## config.mk

```make
export PLATFORM = sky130hd
export DESIGN_NAME = pipeline_sequencer
export DESIGN_NICKNAME = d
export VERILOG_FILES = /design/src/rtl/pipeline_pkg.sv /design/src/rtl/pipeline_sequencer.sv
export SDC_FILE = /design/constraint.sdc
export NUM_CORES = 1
export LEC_CHECK = 0
export BUFFER_PORTS_ARGS = -buffer_cell sky130_fd_sc_hd__buf_4
export CAP_MARGIN = 30
export CORE_AREA = 2 2 66 68
export CTS_CLUSTER_SIZE = 25
export DETAILED_ROUTE_END_ITERATION = 6
export DIE_AREA = 0 0 68 70
export GPL_ROUTABILITY_DRIVEN = 0
export GPL_TIMING_DRIVEN = 0
export PLACE_DENSITY = 0.78
export RECOVER_POWER = 25
export SYNTH_ARGS = -nofsm -noshare
export SYNTH_HDL_FRONTEND = slang
export SYNTH_SLANG_ARGS = --single-unit
```

## constraint.sdc

```tcl
create_clock -name i_clk -period 4.1 [get_ports i_clk]
set_input_delay 0.615 -clock i_clk [delete_from_list [all_inputs] [get_ports i_clk]]
set_output_delay 0.615 -clock i_clk [all_outputs]
set_load 0.005 [all_outputs]
```

## src/rtl/pipeline_pkg.sv

```systemverilog
// Shared state and command encodings for the pipeline run-control sequencer.
package pipeline_pkg;

  localparam int unsigned STATE_W = 3;
  localparam int unsigned CMD_W   = 2;

  typedef enum logic [STATE_W-1:0] {
    ST_IDLE      = 3'd0,
    ST_RUN       = 3'd1,
    ST_STEP_EXEC = 3'd2,
    ST_STEP_WAIT = 3'd3,
    ST_DRAIN     = 3'd4,
    ST_DONE      = 3'd5
  } state_e;

  localparam logic [CMD_W-1:0] CMD_NOP  = 2'b00;
  localparam logic [CMD_W-1:0] CMD_RUN  = 2'b01;
  localparam logic [CMD_W-1:0] CMD_STEP = 2'b10;
  localparam logic [CMD_W-1:0] CMD_STOP = 2'b11;

endpackage : pipeline_pkg

```

## src/rtl/pipeline_sequencer.sv

```systemverilog
// Run-control sequencer: merges hazard stall, branch squash and debug
// run/step/stop with halt draining into per-stage enables and flushes.
module pipeline_sequencer
  import pipeline_pkg::*;
#(
  parameter int unsigned CNT_W = 32
) (
  input  logic               i_clk,
  input  logic               i_rst_n,
  input  logic               i_cmd_valid,
  input  logic [CMD_W-1:0]   i_cmd,
  output logic               o_cmd_ready,
  input  logic               i_stall,
  input  logic               i_branch_taken,
  input  logic               i_halt_ID,
  input  logic               i_halt_WB,
  output logic               o_pc_en,
  output logic               o_if_id_en,
  output logic               o_if_id_flush,
  output logic               o_id_ex_flush,
  output logic               o_ex_mem_en,
  output logic               o_mem_wb_en,
  output logic [STATE_W-1:0] o_state,
  output logic               o_done,
  output logic [CNT_W-1:0]   o_cycle_cnt
);

  localparam logic [CNT_W-1:0] CNT_MAX = '1;

  state_e           state_q, state_d;
  logic [CNT_W-1:0] cnt_q;
  logic             cmd_acc;
  logic             active;
  logic             cnt_clr;

  // State register
  always_ff @(posedge i_clk or negedge i_rst_n) begin
    if (!i_rst_n) state_q <= ST_IDLE;
    else          state_q <= state_d;
  end

  // Next state and zero-latency stage controls
  always_comb begin
    state_d       = state_q;
    o_cmd_ready   = 1'b1;
    o_pc_en       = 1'b0;
    o_if_id_en    = 1'b0;
    o_if_id_flush = 1'b0;
    o_id_ex_flush = 1'b0;
    o_ex_mem_en   = 1'b0;
    o_mem_wb_en   = 1'b0;
    o_done        = 1'b0;
    active        = 1'b0;
    cnt_clr       = 1'b0;

    if ((state_q == ST_STEP_EXEC) || (state_q == ST_DRAIN)) o_cmd_ready = 1'b0;
    cmd_acc = i_cmd_valid && o_cmd_ready;

    unique case (state_q)
      ST_IDLE: begin
        if (cmd_acc && (i_cmd == CMD_RUN)) begin
          state_d = ST_RUN;
          cnt_clr = 1'b1;
        end else if (cmd_acc && (i_cmd == CMD_STEP)) begin
          state_d = ST_STEP_EXEC;
          cnt_clr = 1'b1;
        end
      end
      ST_RUN, ST_STEP_EXEC: begin
        active      = 1'b1;
        o_ex_mem_en = 1'b1;
        o_mem_wb_en = 1'b1;
        if (i_stall) begin
          // Hold PC and IF/ID, inject a bubble; branch and halt wait
          o_id_ex_flush = 1'b1;
        end else begin
          o_pc_en       = !i_halt_ID;
          o_if_id_en    = 1'b1;
          o_if_id_flush = i_branch_taken || i_halt_ID;
        end
        if (state_q == ST_STEP_EXEC) begin
          state_d = (!i_stall && i_halt_ID) ? ST_DRAIN : ST_STEP_WAIT;
        end else if (cmd_acc && (i_cmd == CMD_STOP)) begin
          state_d = ST_IDLE;
        end else if (!i_stall && i_halt_ID) begin
          state_d = ST_DRAIN;
        end
      end
      ST_STEP_WAIT: begin
        if (cmd_acc) begin
          unique case (i_cmd)
            CMD_STEP: state_d = ST_STEP_EXEC;
            CMD_RUN:  state_d = ST_RUN;
            CMD_STOP: state_d = ST_IDLE;
            default:  state_d = ST_STEP_WAIT;
          endcase
        end
      end
      ST_DRAIN: begin
        // Squash fetch, let older instructions retire regardless of stall
        active        = 1'b1;
        o_if_id_en    = 1'b1;
        o_if_id_flush = 1'b1;
        o_ex_mem_en   = 1'b1;
        o_mem_wb_en   = 1'b1;
        if (i_halt_WB) state_d = ST_DONE;
      end
      ST_DONE: begin
        o_done = 1'b1;
        if (cmd_acc && (i_cmd == CMD_STOP)) state_d = ST_IDLE;
      end
      default: state_d = ST_IDLE;
    endcase
  end

  // Saturating active-cycle counter, cleared on start from IDLE
  always_ff @(posedge i_clk or negedge i_rst_n) begin
    if (!i_rst_n)                        cnt_q <= '0;
    else if (cnt_clr)                    cnt_q <= '0;
    else if (active && (cnt_q != CNT_MAX)) cnt_q <= cnt_q + CNT_W'(1);
  end

  assign o_state     = state_q;
  assign o_cycle_cnt = cnt_q;

endmodule : pipeline_sequencer

```

# == Word level (Yosys, flattened, before mapping) ==
# Index checks and enable logic that the tools add are counted.
# classes
n_addsub,1
bitwise,0
shifts,0
order_cmp,0
eq_ne,14
mul,0
n_reduce_logical,15
div,0
mux,27
# ops
op,n
$mux 32,2
$add 32x1->32 const B,1
$ne 32x32->1 const B,1
$mux 3,9
$pmux 3 s5,1
$mux 1,12
$eq 3x2->1 const B,2
$eq 3x3->1 const B,2
$logic_and 1x1->1,6
$ne 2x2->1 const B,3
$pmux 2 s3,1
$reduce_and 5->1,1
$eq 2x2->1 const B,2
$ne 4x4->1 const B,1
$pmux 1 s2,2
$eq 3x1->1 const B,1
$logic_not 3->1,1
$ne 3x3->1 const B,1
$reduce_or 3->1,1
$eq 2x1->1 const B,1
$logic_not 1->1,2
$logic_or 1x1->1,2
$reduce_bool 2->1,1
$reduce_or 2->1,1
# word_totals
wordCells,59
mem_bits_ro,0
mem_bits_rw,0
memories,0
inputBits,9
reg_bits,35
latch_bits,0

# == Depth between registers and ports, before layout ==
# depth
ltp_word,9
mapped_depth,9
mapped_depth_nobuf,6

# == Worst setup path after synthesis ==
# OpenSTA, ideal clock, no wires.
# synth_timing
path_kind,register -> register
startpoint,register cnt_q[3] (netlist: o_cycle_cnt[3])
endpoint,register cnt_q[29] (netlist: o_cycle_cnt[29])
arrival_ns,2.179
stages_incl_launch_ff,6
t_required_ns,4.022
path_slack_ns,1.843
path_cell_list,dfrtp_1 -> nand4_2 -> or4_4 -> a2111o_1 -> or4_1 -> a21oi_1
# synth_via
elab_chain_cells,3
# synth_rtl
item,line_no,source
start: declaration,pipeline_sequencer.sv:31,logic [CNT_W-1:0] cnt_q;
start signal: assignment,pipeline_sequencer.sv:120,else if (active && (cnt_q != CNT_MAX)) cnt_q <= cnt_q + CNT_W'(1);
$add 32x1->32 / $ne 32x32->1 (equally long branches),pipeline_sequencer.sv:120,
$mux 32 / $logic_and 1x1->1 (equally long branches),pipeline_sequencer.sv:120,
$mux 32 / $reduce_bool 2->1 (equally long branches),n/a,
# Several ways; a longest one is shown, not always the timed one. The select of a mux whose other input is x is not followed.
# A chain may end at the register's enable or synchronous reset.

# == Worst setup path after layout ==
# layout_timing
startpoint,register state_q[1] (netlist: o_state[1])
endpoint,output port o_mem_wb_en
# layout_via
elab_chain_cells,3
# layout_rtl
item,line_no,source
start: declaration,pipeline_sequencer.sv:30,"state_e state_q, state_d;"
start signal: assignment,pipeline_sequencer.sv:39,else state_q <= state_d;
$eq 3x3->1 (tied with other cells),pipeline_sequencer.sv:59,unique case (state_q)
$reduce_or 3->1 (no source line) (*),n/a,
$mux 1 (*),pipeline_sequencer.sv:59,
end: declaration,pipeline_sequencer.sv:22,"output logic o_mem_wb_en,"
# Mark *: on every way between the ends. The rest lies on a longest branch, timed or not.

==> impl_metrics.json <==
{
  "outcome": "complete, but fails checks",
  "violations": "max-capacitance violations, max-slew violations",
  "area_growth_syn_to_layout_pct": 26.32,
  "path_clk_slew_ns": 0.07,
  "drt_iter0_drc": 161,
  "yosys_warnings": 0,
  "cts_tree": "yes",
  "seqCellArea_um2": 875.8,
  "clkSinkCount": 35,
  "cts-root-buf": "clkbuf_8",
  "highest_layer": "met4",
  "initial_core_util_pct": 50.24,
  "dr_total_vias": 2054,
  "synth_edf_count": 0,
  "fillers": 394,
  "end_kind": "output pin",
  "die_area_mm2": 0.004760,
  "antenna_found_initial": 0,
  "syn_area_mm2": 0.002082,
  "p_int_uw": 864.6,
  "crit_fanout": 10,
  "max_freq_ghz": 0.3515,
  "cp.arrival_ns": 2.23,
  "wl_per_cell_um": 14.71,
  "finClkSkew_ns": 0.005580,
  "met1_length_um": 2342,
  "placedCellCount": 339,
  "crit_type": "reg2out",
  "hp-class": "reg2reg",
  "io_pins": 52,
  "critPathLaunchType": "flip-flop",
  "grtUsageTotal_pct": 22.83,
  "wl_met3_um": 225,
  "grt-ovfl-total": 0,
  "hold_viol": 0,
  "die_y_um": 70,
  "grt_max_degree": 36,
  "swShare_pct": 38.97,
  "cts-htree-levels": 2,
  "rsz0062_at_grt": "false",
  "place_area_mm2": 0.002530,
  "clock_latency_ns": 0.29,
  "worstPathRequired_ns": 3.48,
  "path_buf_inv": 5,
  "core_area_mm2": 0.004144,
  "combPwrFrac_pct": 44.0,
  "fin_cells": 347,
  "drive_gt1_share_pct": 24.75,
  "yosysMostFrequentCell": "dfrtp_1",
  "cap_violations": 1,
  "drc": 0,
  "post-route-min-period_ns": 2.845,
  "drt-total-wl_um": 5103,
  "max-slew-margin-rel_pct": -26.89,
  "ys_top_cells_by_area": "dfrtp_1, a21oi_1, nand2_1, o21ai_0, o31ai_1",
  "post-cts-setup-buffer-count": 0,
  "rows": 24,
  "synth_area_leader_cell": "dfrtp_1",
  "n_antenna_cell": 0,
  "layout_worst_path_cycle_share_pct": 69.40,
  "ys.flop_type": "dfrtp_1",
  "leakagePower_nw": 1.108,
  "holdBufCountCts": 0,
  "clock_path_buffers": 2,
  "slowest_stage": "clkbuf_1",
  "final_nets": 304,
  "peakVddDrop_mv": 0.4065,
  "r2r_setup_slack_ns": 1.43,
  "syn_area_per_cell_um2": 8.822,
  "syn_inst": 236,
  "ant_nets": 0,
  "multi_input_area_mm2": 0.001121,
  "die_w_um": 68,
  "ys_seq_area_share_pct": 42.07,
  "syn_nets": 246,
  "clkPwrFrac_pct": 19.8,
  "dr.pass1.iters": 4,
  "route.met2.wl_um": 2466,
  "cts_buffers": 5,
  "async_reset_ff_share_pct": 100.0,
  "switchingPower_uw": 552.0,
  "slowest_delay_ns": 0.35,
  "power_density_mw_per_mm2": 538.6,
  "path_cells": "clkbuf_1 -> nand2b_1 -> o22a_1 -> clkbuf_1 -> inv_1 -> buf_4 -> buf_4",
  "grt_first_pass_wirelength_um": 8452,
  "final_area_mm2": 0.002630,
  "critPathTopFamily": "buffers and inverters",
  "vias_per_cell": 5.919,
  "setup_viol": 0,
  "synth_top_area_share_pct": 42.07,
  "ys_types": 50,
  "synth-seq-cells": 35,
  "synth_common_cells": "dfrtp_1, nand2_1, a21oi_1",
  "slew_violations": 36,
  "seq_power_share_pct": 36.2,
  "fin_setup_tns_ns": 0,
  "tightest_slew_ns": 1.903,
  "portBuffers": 51,
  "first_global_vias": 1854,
  "place_hpwl_um": 3582,
  "cts_resized": 0
}
[logic make-up (layout without fill, tap and decap cells)]
logic type,after synthesis,in the layout,synth area share (%)
simple gates,106,106,28.67
compound gates,61,61,19.23
flops,35,35,42.07
buf+inv,21,80,4.087
xor+xnor,8,8,3.366
mux,4,4,1.983
fa+ha+maj,1,1,0.6009
[power groups by stage]
stage                     combinational [mW]  clock [mW]  sequential, mW
after floorplan                        0.356           0           0.503
after global placement                 0.617           0           0.515
after detailed placement               0.625           0           0.517
after CTS                              0.627       0.290           0.511
after global routing                   0.695       0.304           0.528
final                                  0.623       0.280           0.513
[per-layer routing]
metal | GRT usage (%) | up-vias
li1 | - | 1008
met1 | 30.01 | 993
met2 | 36.79 | 47
met3 | 5.314 | 6
met4 | 7.111 | 0
met5 | 0 | -
[flip-flops by register name, indices dropped and copies added (netlist names)]
name,count
o_cycle_cnt,32
o_state,3
[worst paths after layout]
kind,end,depth (start not counted),from
hold reg to reg,o_cycle_cnt[6],1,o_cycle_cnt[6]
setup reg to reg,o_cycle_cnt[4],9,o_state[1]
setup / recovery,o_mem_wb_en,7,o_state[1]
max in group asynchronous,o_state[0],1,i_rst_n
hold / removal,o_cycle_cnt[6],1,o_cycle_cnt[6]
min in group asynchronous,o_cycle_cnt[28],1,i_rst_n
[cell type report]
class / instances / area share, %
Clock inverter: 1 / 0.2854
Buffer: 13 / 2.093
Multi-Input combinational cell: 180 / 42.63
Sequential cell: 35 / 33.30
Clock buffer: 7 / 3.663
Timing Repair Buffer: 51 / 14.41
Tap cell: 52 / 2.474
Inverter: 8 / 1.142
[through the flow]
step	total power [mW]	hold slack (ns)	utilization, %	worst slack, ns
floorplan	0.8588	0.3194	-	1.843
global placement	1.132	0.5299	61.05	1.504
detailed placement	1.142	0.5503	61.05	1.510
CTS	1.429	0.2903	63.56	1.289
global route	1.528	0.5807	63.47	1.103
finish	1.417	0.5563	63.47	1.255
[cell usage in the layout (no fill, tap or decap), types with 2 or more instances in the layout]
master and count:
a211oi_1 2, a21o_1 2, a21oi_1 17, and2_1 2, and3_1 4, and4_1 4, buf_1 2, buf_2 2
buf_4 51, clkbuf_1 9, clkbuf_8 7, dfrtp_1 35, inv_1 8, mux2i_1 3, nand2_1 20, nand2b_1 3
nand3_1 13, nand4_1 10, nor2_1 16, nor3_1 6, nor4_1 5, o211ai_1 3, o21ai_0 14, o31ai_1 9
o32ai_1 2, or2_2 2, or3_1 5, or3_2 3, or4_1 7, xnor2_1 7
Power figures use the tool's default switching activity.
